--- src/rtl/instr_queue.sv ---
// First-word-fall-through instruction queue between fetch/decode and dispatch.
// Wrap-bit pointers distinguish full from empty; the head entry is read combinationally.
module instr_queue #(
   parameter int DEPTH = 16,
   parameter int WIDTH = 64
) (
   input  logic                       clk,
   input  logic                       rst,
   input  logic                       flush,
   input  logic                       push,
   input  logic [WIDTH-1:0]           push_data,
   output logic                       full,
   output logic                       instr_valid,
   output logic [WIDTH-1:0]           instr_out,
   input  logic                       instr_pop,
   output logic [$clog2(DEPTH):0]     count
);

   localparam int AW = $clog2(DEPTH);
   localparam int PW = AW + 1;

   logic [WIDTH-1:0] mem_q [DEPTH];
   logic [PW-1:0]    head_q, head_d;
   logic [PW-1:0]    tail_q, tail_d;
   logic             empty;
   logic             push_ok;
   logic             pop_ok;

   assign empty       = (head_q == tail_q);
   assign full        = (head_q[AW-1:0] == tail_q[AW-1:0]) && (head_q[AW] != tail_q[AW]);
   assign count       = tail_q - head_q;
   assign instr_valid = !empty;
   assign instr_out   = mem_q[head_q[AW-1:0]];

   // Full/empty come from the pre-edge pointers, so a pop from full never frees room for a same-cycle push.
   assign push_ok = push && !full;
   assign pop_ok  = instr_pop && !empty;

   always_comb begin
      head_d = head_q;
      tail_d = tail_q;
      if (flush) begin
         head_d = '0;
         tail_d = '0;
      end else begin
         if (push_ok) tail_d = tail_q + PW'(1);
         if (pop_ok)  head_d = head_q + PW'(1);
      end
   end

   always_ff @(posedge clk) begin
      if (rst) begin
         head_q <= '0;
         tail_q <= '0;
      end else begin
         head_q <= head_d;
         tail_q <= tail_d;
      end
   end

   // Storage is never cleared; entries outside head..tail are don't-care.
   always_ff @(posedge clk) begin
      if (!rst && !flush && push_ok) begin
         mem_q[tail_q[AW-1:0]] <= push_data;
      end
   end

endmodule

--- config.mk ---
export PLATFORM = sky130hd
export DESIGN_NAME = instr_queue
export DESIGN_NICKNAME = d
export VERILOG_FILES = /design/src/rtl/instr_queue.sv
export SDC_FILE = /design/constraint.sdc
export NUM_CORES = 1
export LEC_CHECK = 0
export CAP_MARGIN = 40
export CORE_MARGIN = 1.5
export CORE_UTILIZATION = 55
export DETAILED_ROUTE_END_ITERATION = 16
export HOLD_SLACK_MARGIN = 0.12
export PLACE_DENSITY = 0.76
export SLEW_MARGIN = 15
export SYNTH_ARGS = -nofsm -noshare
export SYNTH_HDL_FRONTEND = slang
export SYNTH_SLANG_ARGS = --single-unit
export TNS_END_PERCENT = 100
--- constraint.sdc ---
create_clock -name clk -period 4.6 [get_ports clk]
set_input_delay 0.46 -clock clk [delete_from_list [all_inputs] [get_ports clk]]
set_output_delay 0.46 -clock clk [all_outputs]
set_load 0.01 [all_outputs]
After elaboration in Yosys (flattened, before gate mapping)
Memory sizes are Yosys's and may differ from the RTL's. A register that Yosys moved wholly into a read port is not among the register bits.
Cells that the tools add are included.
Cells by class
  $mul: 0
  shift-type cells: 0
  equal/unequal tests: 3
  reduce and logical (&&, ||, !) cells: 10
  muxes and demuxes: 4
  bitwise operators: 0
  divide/modulo/power cells: 0
  add/subtract/negate cells: 3
  $lt $le $gt $ge: 0
Operators by type and width (count)
  5-bit by 1-bit adder with 5-bit output, second input constant: 2
  4-bit two-way mux: 2
  5-bit == test: 1
  1-bit logical AND: 5
  5-bit subtractor: 1
  4-bit == test: 1
  1-bit logical NOT: 4
  1-bit two-way mux: 2
  2-bit OR reduction: 1
  1-bit inequality test: 1
Word-level totals
  RAM bits: 1024
  bits in registers: 10
  output and inout port bits: 71
  input bits: 69
  memories: 1
  logic and storage cells: 23
  bits in latches: 0
  memory bits (read-only): 0
Memory list
  mem_q: words 16, width 64, read ports 1, clocked after memory_dff 1, write ports 1, line 22  | logic [WIDTH-1:0] mem_q [DEPTH];

Logic depth before layout (Yosys ltp)
Gate-level depths: netlist (run 1).
  depth in word-level cells: 7
  mapped depth: 7
  gate-level depth less buffers: 7

Worst setup path before layout (run 1)
OpenSTA, ideal clock, no wires.
  path kind: register to register
  start point: register head_q[1]
  end point: memory mem_q[5][0], enable pin
  arrival time: 4.110 ns
  clock period less this slack: 4.596 ns
  setup slack: 0.004 ns
  setup time: 0.486 ns
  required time: 4.114 ns
  stages on the path, launching flop included: 7
  cells stage by stage: dfxtp_1 inv_1 ha_1 and4_1 a21oi_1 nand3b_1 nor2_1
Between the ends
  longest elaborated chain between the ends: 7
RTL lines
  start: declaration: line 23  | logic [PW-1:0] head_q, head_d;
  start signal: assignment: line 53  | head_q <= '0;
  start signal: assignment: line 56  | head_q <= head_d;
  4-bit == test: line 30  | assign full = (head_q[AW-1:0] == tail_q[AW-1:0]) && (head_q[AW] != tail_q[AW]);
  1-bit logical AND: line 30
  1-bit logical NOT: line 36  | assign push_ok = push && !full;
  1-bit logical AND: line 36
  1-bit logical AND: line 63  | if (!rst && !flush && push_ok) begin
  1-bit two-way mux: line 63
  1-bit two-way mux (not written as such): line 64  | mem_q[tail_q[AW-1:0]] <= push_data;
  end: declaration: line 22
Every way passes these cells.

==> results of run 1 <==
[cell usage in the layout (no fill, tap or decap), types with 17 or more instances in the layout]
cell,Yosys,layout
clkbuf_16,0,98
clkinv_1,0,19
buf_4,6,32
buf_12,0,18
mux4_2,256,256
clkdlybuf4s50_1,0,139
nand2_1,71,71
nor2_4,0,17
edfxtp_1,1024,1024
a22oi_1,128,128
[report_power, final]
| group | switching (uW) | internal, uW | total [uW] |
|---|---|---|---|
| Sequential | 12.1 | 10400 | 10400 |
| Clock | 3360 | 4750 | 8110 |
| Combinational | 261 | 199 | 459 |
| Total | 3640 | 15400 | 19000 |
[sequential cells by signal, summed over array words and instances (netlist names), named ones only]
register / flops
tail_q: 5
mem_q: 1024
head_q: 5
[path summary, 6_finish.rpt]
path | from | cells past startpoint | end
worst max-delay path | flip-flop | 5 | instr_out[7]
worst min-delay path | head_q[3] | 2 | flip-flop
worst min register to register | head_q[3] | 2 | flip-flop
worst max register to register | tail_q[2] | 6 | mem_q[13][61]
[worst max-delay path: cells and delay by family (launching register included)]
kind,cells,cell delay (ns)
buffers and inverters,2,0.99
DFF,1,0.77
muxes,1,0.56
AOI/OAI and AO/OA,1,0.21
and+or+nand+nor,1,0.21
[final cells by class]
| type | count | area share (%) |
|---|---|---|
| Inverter | 7 | 0.0581 |
| Multi-Input combinational cell | 535 | 17.0 |
| Clock inverter | 66 | 1.64 |
| Tap cell | 940 | 2.60 |
| Sequential cell | 1038 | 68.7 |
| Timing Repair Buffer | 191 | 4.53 |
| Clock buffer | 111 | 5.53 |
[metrics by stage]
stage / instance area [um2] / instances
after detailed placement: 41900 / 2710
after floorplan: 39000 / 1665
after global placement: 41900 / 2708
after global routing: 45200 / 2888
final: 45200 / 2888
after CTS: 45200 / 2887
[per-layer routing]
layer	up-vias	global-route usage (%)	share of wire, %
met3	132	5.36	9.4
met5	-	0	0.096
met2	1000	38.0	50
li1	7520	-	-
met1	9610	31.9	38
met4	12	7.23	2.3
[logic make-up (layout without fill, tap and decap cells)]
group	Yosys count	in the layout
flip-flops	1038	1038
multiplexers	258	258
AO/OA/AOI/OAI	142	142
AND/OR/NAND/NOR	113	113
buffers and inverters	92	375
XOR/XNOR	12	12
adder cells (fa/ha/maj)	10	10
==> impl_metrics.json, run 1 <==
{
  "slowest_delay_ns": 0.77,
  "antenna_found_initial": 7,
  "ys_ff_latch": 1038,
  "ios": 140,
  "peakVddDrop_mv": 0.312,
  "muxShareOfSynthArea_pct": 14.8,
  "synth_simple_gate_area_share_pct": 1.17,
  "skew_ns": 0.0416,
  "ys.warnings.count": 0,
  "io_buffers": 139,
  "dp_hpwl_um": 42400,
  "crit_path_end_kind": "output pin",
  "yosys-top-cells-area": "edfxtp_1, mux4_2, a22oi_1, dfxtp_1, nand2_1",
  "setup_ws_ns": 0.732,
  "synth_top_family_by_area": "multiplexers",
  "synth_fp_nets": 1744,
  "grt_max_degree": 65,
  "path_cells": "buf_4 > mux4_2 > a22oi_1 > nand2_1 > clkdlybuf4s50_1",
  "fin_setup_tns_ns": 0,
  "first_iter_violations": 2256,
  "postCtsSetupBuffers": 0,
  "core_region_area_um2": 70100,
  "fin_util_pct": 64.4,
  "maxSlewHeadroom_pct": 43.3,
  "synth-compound-area-share_pct": 2.68,
  "start_kind": "flip-flop",
  "area_growth_pct": 15.8,
  "critPathKind": "reg2out",
  "num_vias": 18274,
  "rsz0062_at_grt": "no",
  "setup_violations": 0,
  "die_h_um": 269,
  "p_total_uw": 19000,
  "diodes": 0,
  "synth_xor_area_share_pct": 0.269,
  "wire_per_inst_um": 28.7,
  "hold_buffers": 0,
  "power_leakage_uw": 0.0137,
  "cts_max_level": 3,
  "synth_fa_ha_area_share_pct": 0.340,
  "die_x_um": 269,
  "maxCapViolations": 0,
  "clkTransAtPathRegs_ns": 0.06,
  "cts_tree": "built",
  "nets": 1948,
  "hold_viol": 0,
  "gp_congestion": 0.728,
  "run_status": "complete, no violations",
  "num_rows": 97,
  "dp_slack_ns": 1.21,
  "crit_slowest_cell": "dfxtp_4",
  "grtUsageTotal_pct": 23.3,
  "fin_hold_ws_ns": 0.535,
  "clock_sinks": 1038,
  "fmax_mhz": 259,
  "synth_edf_count": 1024,
  "first_pass_iters": 5,
  "cts_buffers": 96,
  "layout-drive-gt1-share_pct": 24.4,
  "clk_latency_ns": 0.66,
  "grt_overflow": 0,
  "crit_fanout": 28,
  "synthArstFlopShare_pct": 0,
  "synth_top_area_share_pct": 78.8,
  "hp-class": "reg2reg",
  "cts_max_path_buffers": 3,
  "final.min_clock_period_ns": 3.87,
  "cp.arrival_ns": 3.41,
  "ys_types": 32,
  "dieArea_um2": 72600,
  "cts_root_buf": "clkbuf_16",
  "yosys.area.top_type": "edfxtp_1",
  "synthMostInstantiatedCell": "edfxtp_1",
  "worst_pin_slew_ns": 0.851,
  "route.detailed.drc": 0,
  "routed_wl_um": 83000,
  "cp.required_ns": 4.14,
  "finalMaxSlewViolations": 0,
  "syn_area_per_cell_um2": 23.4,
  "syn-cell-area_um2": 39000,
  "fill_cells": 4376,
  "netlist_instances": 1665,
  "yosys-top-cells-count": "edfxtp_1, mux4_2, a22oi_1, nand2_1, clkbuf_1",
  "viasPerCell": 6.33,
  "grt_pass1_vias": 19732,
  "seq_area_um2": 31000,
  "ys.flop_type": "edfxtp_1",
  "multiInputGateArea_um2": 7670,
  "power_density_nw_per_um2": 420,
  "cts_resized": 0,
  "ff2ff_setup_slack_ns": 1.36,
  "initial_core_util_pct": 55.7,
  "antenna_left": 0,
  "grt_pass1_wl_um": 125000,
  "period_share_pct": 84.1,
  "yosysSeqAreaShare_pct": 79.5
}
Note: power is estimated with default switching activity, not from simulation.
==> inputs of run 2 (changes only) <==
==> constraint.sdc (replaced) <==
create_clock -name clk -period 3.2 [get_ports clk]
set_input_delay 0.32 -clock clk [delete_from_list [all_inputs] [get_ports clk]]
set_output_delay 0.32 -clock clk [all_outputs]
set_load 0.01 [all_outputs]
==> run 2 against run 1 <==
  * Cell count increased by 2.8%
  * Register-to-register slack worse by 1.2 ns
  * Final area is 2.8% higher
  * Largest cell class unchanged
  * Highest routed layer unchanged
  * First-iteration DRC count up 13%
  * Critical path type unchanged
  * Die area unchanged
  * Critical path depth increased by 1
==> impl_metrics.json, run 2 (same netlist as run 1, synthesis figures left out) <==
{
  "start_kind": "flip-flop",
  "viasPerCell": 6.46,
  "setup_violations": 0,
  "p_total_uw": 27000,
  "skew_ns": 0.0232,
  "finalMaxSlewViolations": 0,
  "critPathKind": "reg2out",
  "grt_pass1_wl_um": 135000,
  "final_cell_mix": "edfxtp_1, mux4_2, a22oi_1, clkbuf_16, clkdlybuf4s50_1",
  "cp.arrival_ns": 2.87,
  "antenna_found_initial": 5,
  "clk_latency_ns": 0.66,
  "grt_overflow": 0,
  "wire_per_inst_um": 31.5,
  "maxSlewHeadroom_pct": 55.0,
  "first_pass_iters": 5,
  "period_share_pct": 99.7,
  "initial_core_util_pct": 55.7,
  "die_h_um": 269,
  "setup_ws_ns": 0.0112,
  "cts_max_path_buffers": 3,
  "grtUsageTotal_pct": 25.6,
  "cp.required_ns": 2.88,
  "route.detailed.drc": 0,
  "routed_wl_um": 93600,
  "crit_slowest_cell": "mux4_2",
  "dp_slack_ns": 0.103,
  "fmax_mhz": 314,
  "cts_tree": "built",
  "first_iter_violations": 2546,
  "power_density_nw_per_um2": 581,
  "clkTransAtPathRegs_ns": 0.07,
  "area_growth_pct": 19.0,
  "hold_buffers": 0,
  "dp_cells": 2724,
  "num_vias": 19188,
  "ios": 140,
  "num_rows": 97,
  "run_status": "complete, no violations",
  "fin_cells": 2968,
  "layout-drive-gt1-share_pct": 28.1,
  "slowest_delay_ns": 0.52,
  "hp-class": "in2reg",
  "dp_hpwl_um": 44400,
  "fin_hold_ws_ns": 0.457,
  "rsz0062_at_grt": "yes",
  "core_region_area_um2": 70100,
  "cts_buffers": 97,
  "dieArea_um2": 72600,
  "power_leakage_uw": 0.0144,
  "peakVddDrop_mv": 0.416,
  "cts_root_buf": "clkbuf_16",
  "nets": 2024,
  "gp_congestion": 0.757,
  "largest_reg_flops": 1024,
  "final_common_cell": "edfxtp_1",
  "clock_sinks": 1038,
  "grt_pass1_vias": 20258,
  "grt_max_degree": 68,
  "cts_max_level": 3,
  "die_x_um": 269,
  "maxCapViolations": 0,
  "fill_cells": 4284,
  "hold_viol": 0,
  "antenna_left": 0,
  "worst_pin_slew_ns": 0.673,
  "path_cells": "buf_12 > clkbuf_16 > mux4_2 > a22oi_1 > nand2_2 > clkdlybuf4s50_1",
  "final.min_clock_period_ns": 3.19,
  "io_buffers": 139,
  "crit_path_end_kind": "output pin",
  "crit_fanout": 13
}
-- run 2: power breakdown --
group	internal, uW	switching [uW]
clock	6350	4950
sequential	15000	12.0
combinational	329	407
total	21600	5370
-- run 2: what timing repair did --
action | CTS | global route
buffers inserted | 15 | 36
setup endpoints to repair | 55 | 106
endpoints found under the hold margin | 0 | 0
gates cloned | 7 | 5
pin swaps | 3 | 3
resized for setup | 75 | 25
-- run 2: through the flow --
stage / setup TNS [ns] / utilization [%] / instance area (um2)
2_1_floorplan: -376.07 / - / 39100
3_3_place_gp: 0 / 60.4 / 42400
3_5_place_dp: 0 / 60.4 / 42400
4_1_cts: -0.116 / 65.5 / 45900
5_1_grt: -0.192 / 66.2 / 46500
6_report: 0 / 66.2 / 46500
-- run 2: routing by layer --
layer	up-vias	part of all wire [%]	routed length (um)	global-route usage [%]
met5	-	0.027	25	0
met3	136	9.0	8380	4.20
met2	1171	52	48800	43.3
met4	4	2.2	2050	7.76
met1	10169	37	34300	34.6
li1	7708	-	-	-
-- run 2: layout make-up --
cell class	instances	area [um2]	area share, %
Multi-Input combinational cell	535	7790	16.8
Tap cell	940	1180	2.53
Clock buffer	114	2510	5.41
Antenna cell	4	10.0	0.0215
Timing Repair Buffer	266	3340	7.19
Sequential cell	1038	31000	66.8
Clock inverter	64	569	1.23
Inverter	7	26.3	0.0566
-- run 2: path summary, 6_finish.rpt --
path | start | endpoint | slack, ns | cells past startpoint
max | flip-flop | instr_out[6] | 0.01 | 6
min | rst | tail_q[4] | 0.46 | 3
max reg2reg | tail_q[0] | mem_q[14][26] | 0.21 | 7
min reg2reg | head_q[3] | flip-flop | 0.55 | 2
-- run 2: worst max-delay path, delay by kind of cell (launching register included) --
family	cells	cell delay (ns)
AND/OR/NAND/NOR	1	0.13
multiplexers	1	0.52
flip-flops	1	0.46
buffers and inverters	3	0.84
AO/OA/AOI/OAI	1	0.24
==> inputs of run 3 (changes only) <==
--- a/config.mk
+++ b/config.mk
@@ -11,6 +11,7 @@
 export DETAILED_ROUTE_END_ITERATION = 16
 export HOLD_SLACK_MARGIN = 0.12
 export PLACE_DENSITY = 0.76
+export SETUP_SLACK_MARGIN = 0.02
 export SLEW_MARGIN = 15
 export SYNTH_ARGS = -nofsm -noshare
 export SYNTH_HDL_FRONTEND = slang
==> run 3 against run 2 <==
  * Clock power hardly changed
  * Register-to-register slack improved by 0.04 ns
  * First-iteration DRC count down 5.9%
  * Via count rose by 0.58%
  * Combinational power down 1%
  * Fmax is 1.4% higher
  * Die area unchanged
  * Worst setup slack better by 0.043 ns
  * Wire length rose by 2.0%
==> impl_metrics.json, run 3 (same netlist as run 1, synthesis figures left out) <==
{
  "cp.arrival_ns": 2.83,
  "final.min_clock_period_ns": 3.15,
  "antenna_left": 0,
  "wire_per_inst_um": 32.4,
  "io_buffers": 139,
  "routed_wl_um": 95500,
  "fin_util_pct": 65.9,
  "ios": 140,
  "viasPerCell": 6.55,
  "grtUsageTotal_pct": 26.2,
  "power_density_nw_per_um2": 585,
  "num_vias": 19299,
  "finalMaxSlewViolations": 0,
  "cts_max_level": 3,
  "hp-class": "in2reg",
  "skew_ns": 0.0249,
  "hold_buffers": 0,
  "r2r_start": "head_q[1]",
  "dp_cells": 2724,
  "cp.required_ns": 2.88,
  "core_region_area_um2": 70100,
  "first_iter_violations": 2397,
  "num_rows": 97,
  "worst_pin_slew_ns": 0.678,
  "nets": 2005,
  "setup_ws_ns": 0.0546,
  "final_cell_mix": "edfxtp_1, mux4_2, a22oi_1, clkbuf_16, clkdlybuf4s50_1",
  "route.detailed.drc": 0,
  "clkTransAtPathRegs_ns": 0.06,
  "cts_max_path_buffers": 3,
  "peakVddDrop_mv": 0.393,
  "critPathKind": "reg2out",
  "gp_congestion": 0.757,
  "whs_endpoint": "tail_q[4]",
  "dieArea_um2": 72600,
  "rsz0062_at_grt": "yes",
  "ff2ff_setup_slack_ns": 0.25,
  "hold_path_depth": 3,
  "clock_sinks": 1038,
  "clk_latency_ns": 0.66,
  "die_h_um": 269,
  "die_x_um": 269,
  "antenna_found_initial": 6,
  "reg2regPathDepth": 7,
  "dp_slack_ns": 0.103,
  "maxSlewHeadroom_pct": 54.6,
  "start_kind": "flip-flop",
  "dp_hpwl_um": 44400,
  "final_common_cell": "edfxtp_1",
  "grt_pass1_wl_um": 137000,
  "grt_max_degree": 68,
  "fin_cells": 2948,
  "cts_buffers": 97,
  "regToRegEndpoint": "mem_q[14][26]",
  "crit_path_end_kind": "output pin",
  "layout-drive-gt1-share_pct": 27.3,
  "grt_overflow": 0,
  "crit_fanout": 12,
  "initial_core_util_pct": 55.7,
  "first_pass_iters": 5,
  "hold_viol": 0,
  "cts_tree": "built",
  "maxCapViolations": 0,
  "setup_violations": 0,
  "grt_pass1_vias": 20333,
  "power_leakage_uw": 0.0143,
  "period_share_pct": 98.3,
  "cts_root_buf": "clkbuf_16",
  "area_growth_pct": 18.5,
  "run_status": "complete, no violations",
  "largest_reg_flops": 1024,
  "hold_start": "rst",
  "fmax_mhz": 318
}
[run 3: cell count changes in the layout (fill, tap and decap cells not counted), sizes merged]
cell	delta
buf	-17
dlygate4sd2	+13
bufbuf	+3
clkdlybuf4s15	+1
dlymetal6s2s	-7
diode	-1
clkdlybuf4s50	-7
clkbuf	-5
[run 3: worst max-delay path, stage by stage, from the launching register on]
cell and delay [ns]:
dfxtp_4 0.42, buf_12 0.18, buf_16 0.17, mux4_2 0.54
a22oi_2 0.22, nand2_1 0.15, clkdlybuf4s50_1 0.51
[run 3: worst max path at each step]
stage,cells past startpoint,start,to
floorplan,6,head_q[1],mem_q[5][0]
global placement,6,flush,mem_q[9][16]
detailed placement,6,flush,mem_q[9][30]
CTS,6,flip-flop,instr_out[60]
global route,7,flip-flop,instr_out[38]
finish,6,flip-flop,instr_out[62]
[run 3: final cells by class]
type / instances / area, um2
Multi-Input combinational cell: 535 / 7780
Clock inverter: 64 / 569
Timing Repair Buffer: 247 / 3150
Fill cell: 4277 / 23900
Inverter: 7 / 26.3
Tap cell: 940 / 1180
Sequential cell: 1038 / 31000
Antenna cell: 3 / 7.51
Clock buffer: 114 / 2510
[run 3: where the power goes]
group | switching, uW | internal [uW] | total, uW
Clock | 4990 | 6350 | 11300
Sequential | 12.3 | 15000 | 15000
Combinational | 409 | 318 | 727
[run 3: metal layers]
layer | track usage [%] | vias to the layer above | wire [um]
met5 | 0 | - | 46
met4 | 8.44 | 8 | 2700
met3 | 5.02 | 171 | 9130
met2 | 43.9 | 1249 | 48900
met1 | 35.1 | 10213 | 34700
li1 | - | 7658 | -
[run 3: repair_timing]
action / 4_1_cts / 5_1_grt
cloned: 11 / 0
setup endpoints to repair: 59 / 81
pin swaps: 3 / 4
resized for setup: 88 / 18
buffers inserted: 18 / 14
[run 3: stage by stage]
stage	hold slack [ns]	area, um2	TNS (ns)	total power [uW]
6_report	0.476	46300	0	27000
5_1_grt	0.495	46300	-0.0152	27700
4_1_cts	0.430	46000	-0.0691	27100
2_1_floorplan	0.419	39100	-376.07	15500
3_3_place_gp	0.530	42400	0	15900
3_5_place_dp	0.539	42400	0	15900
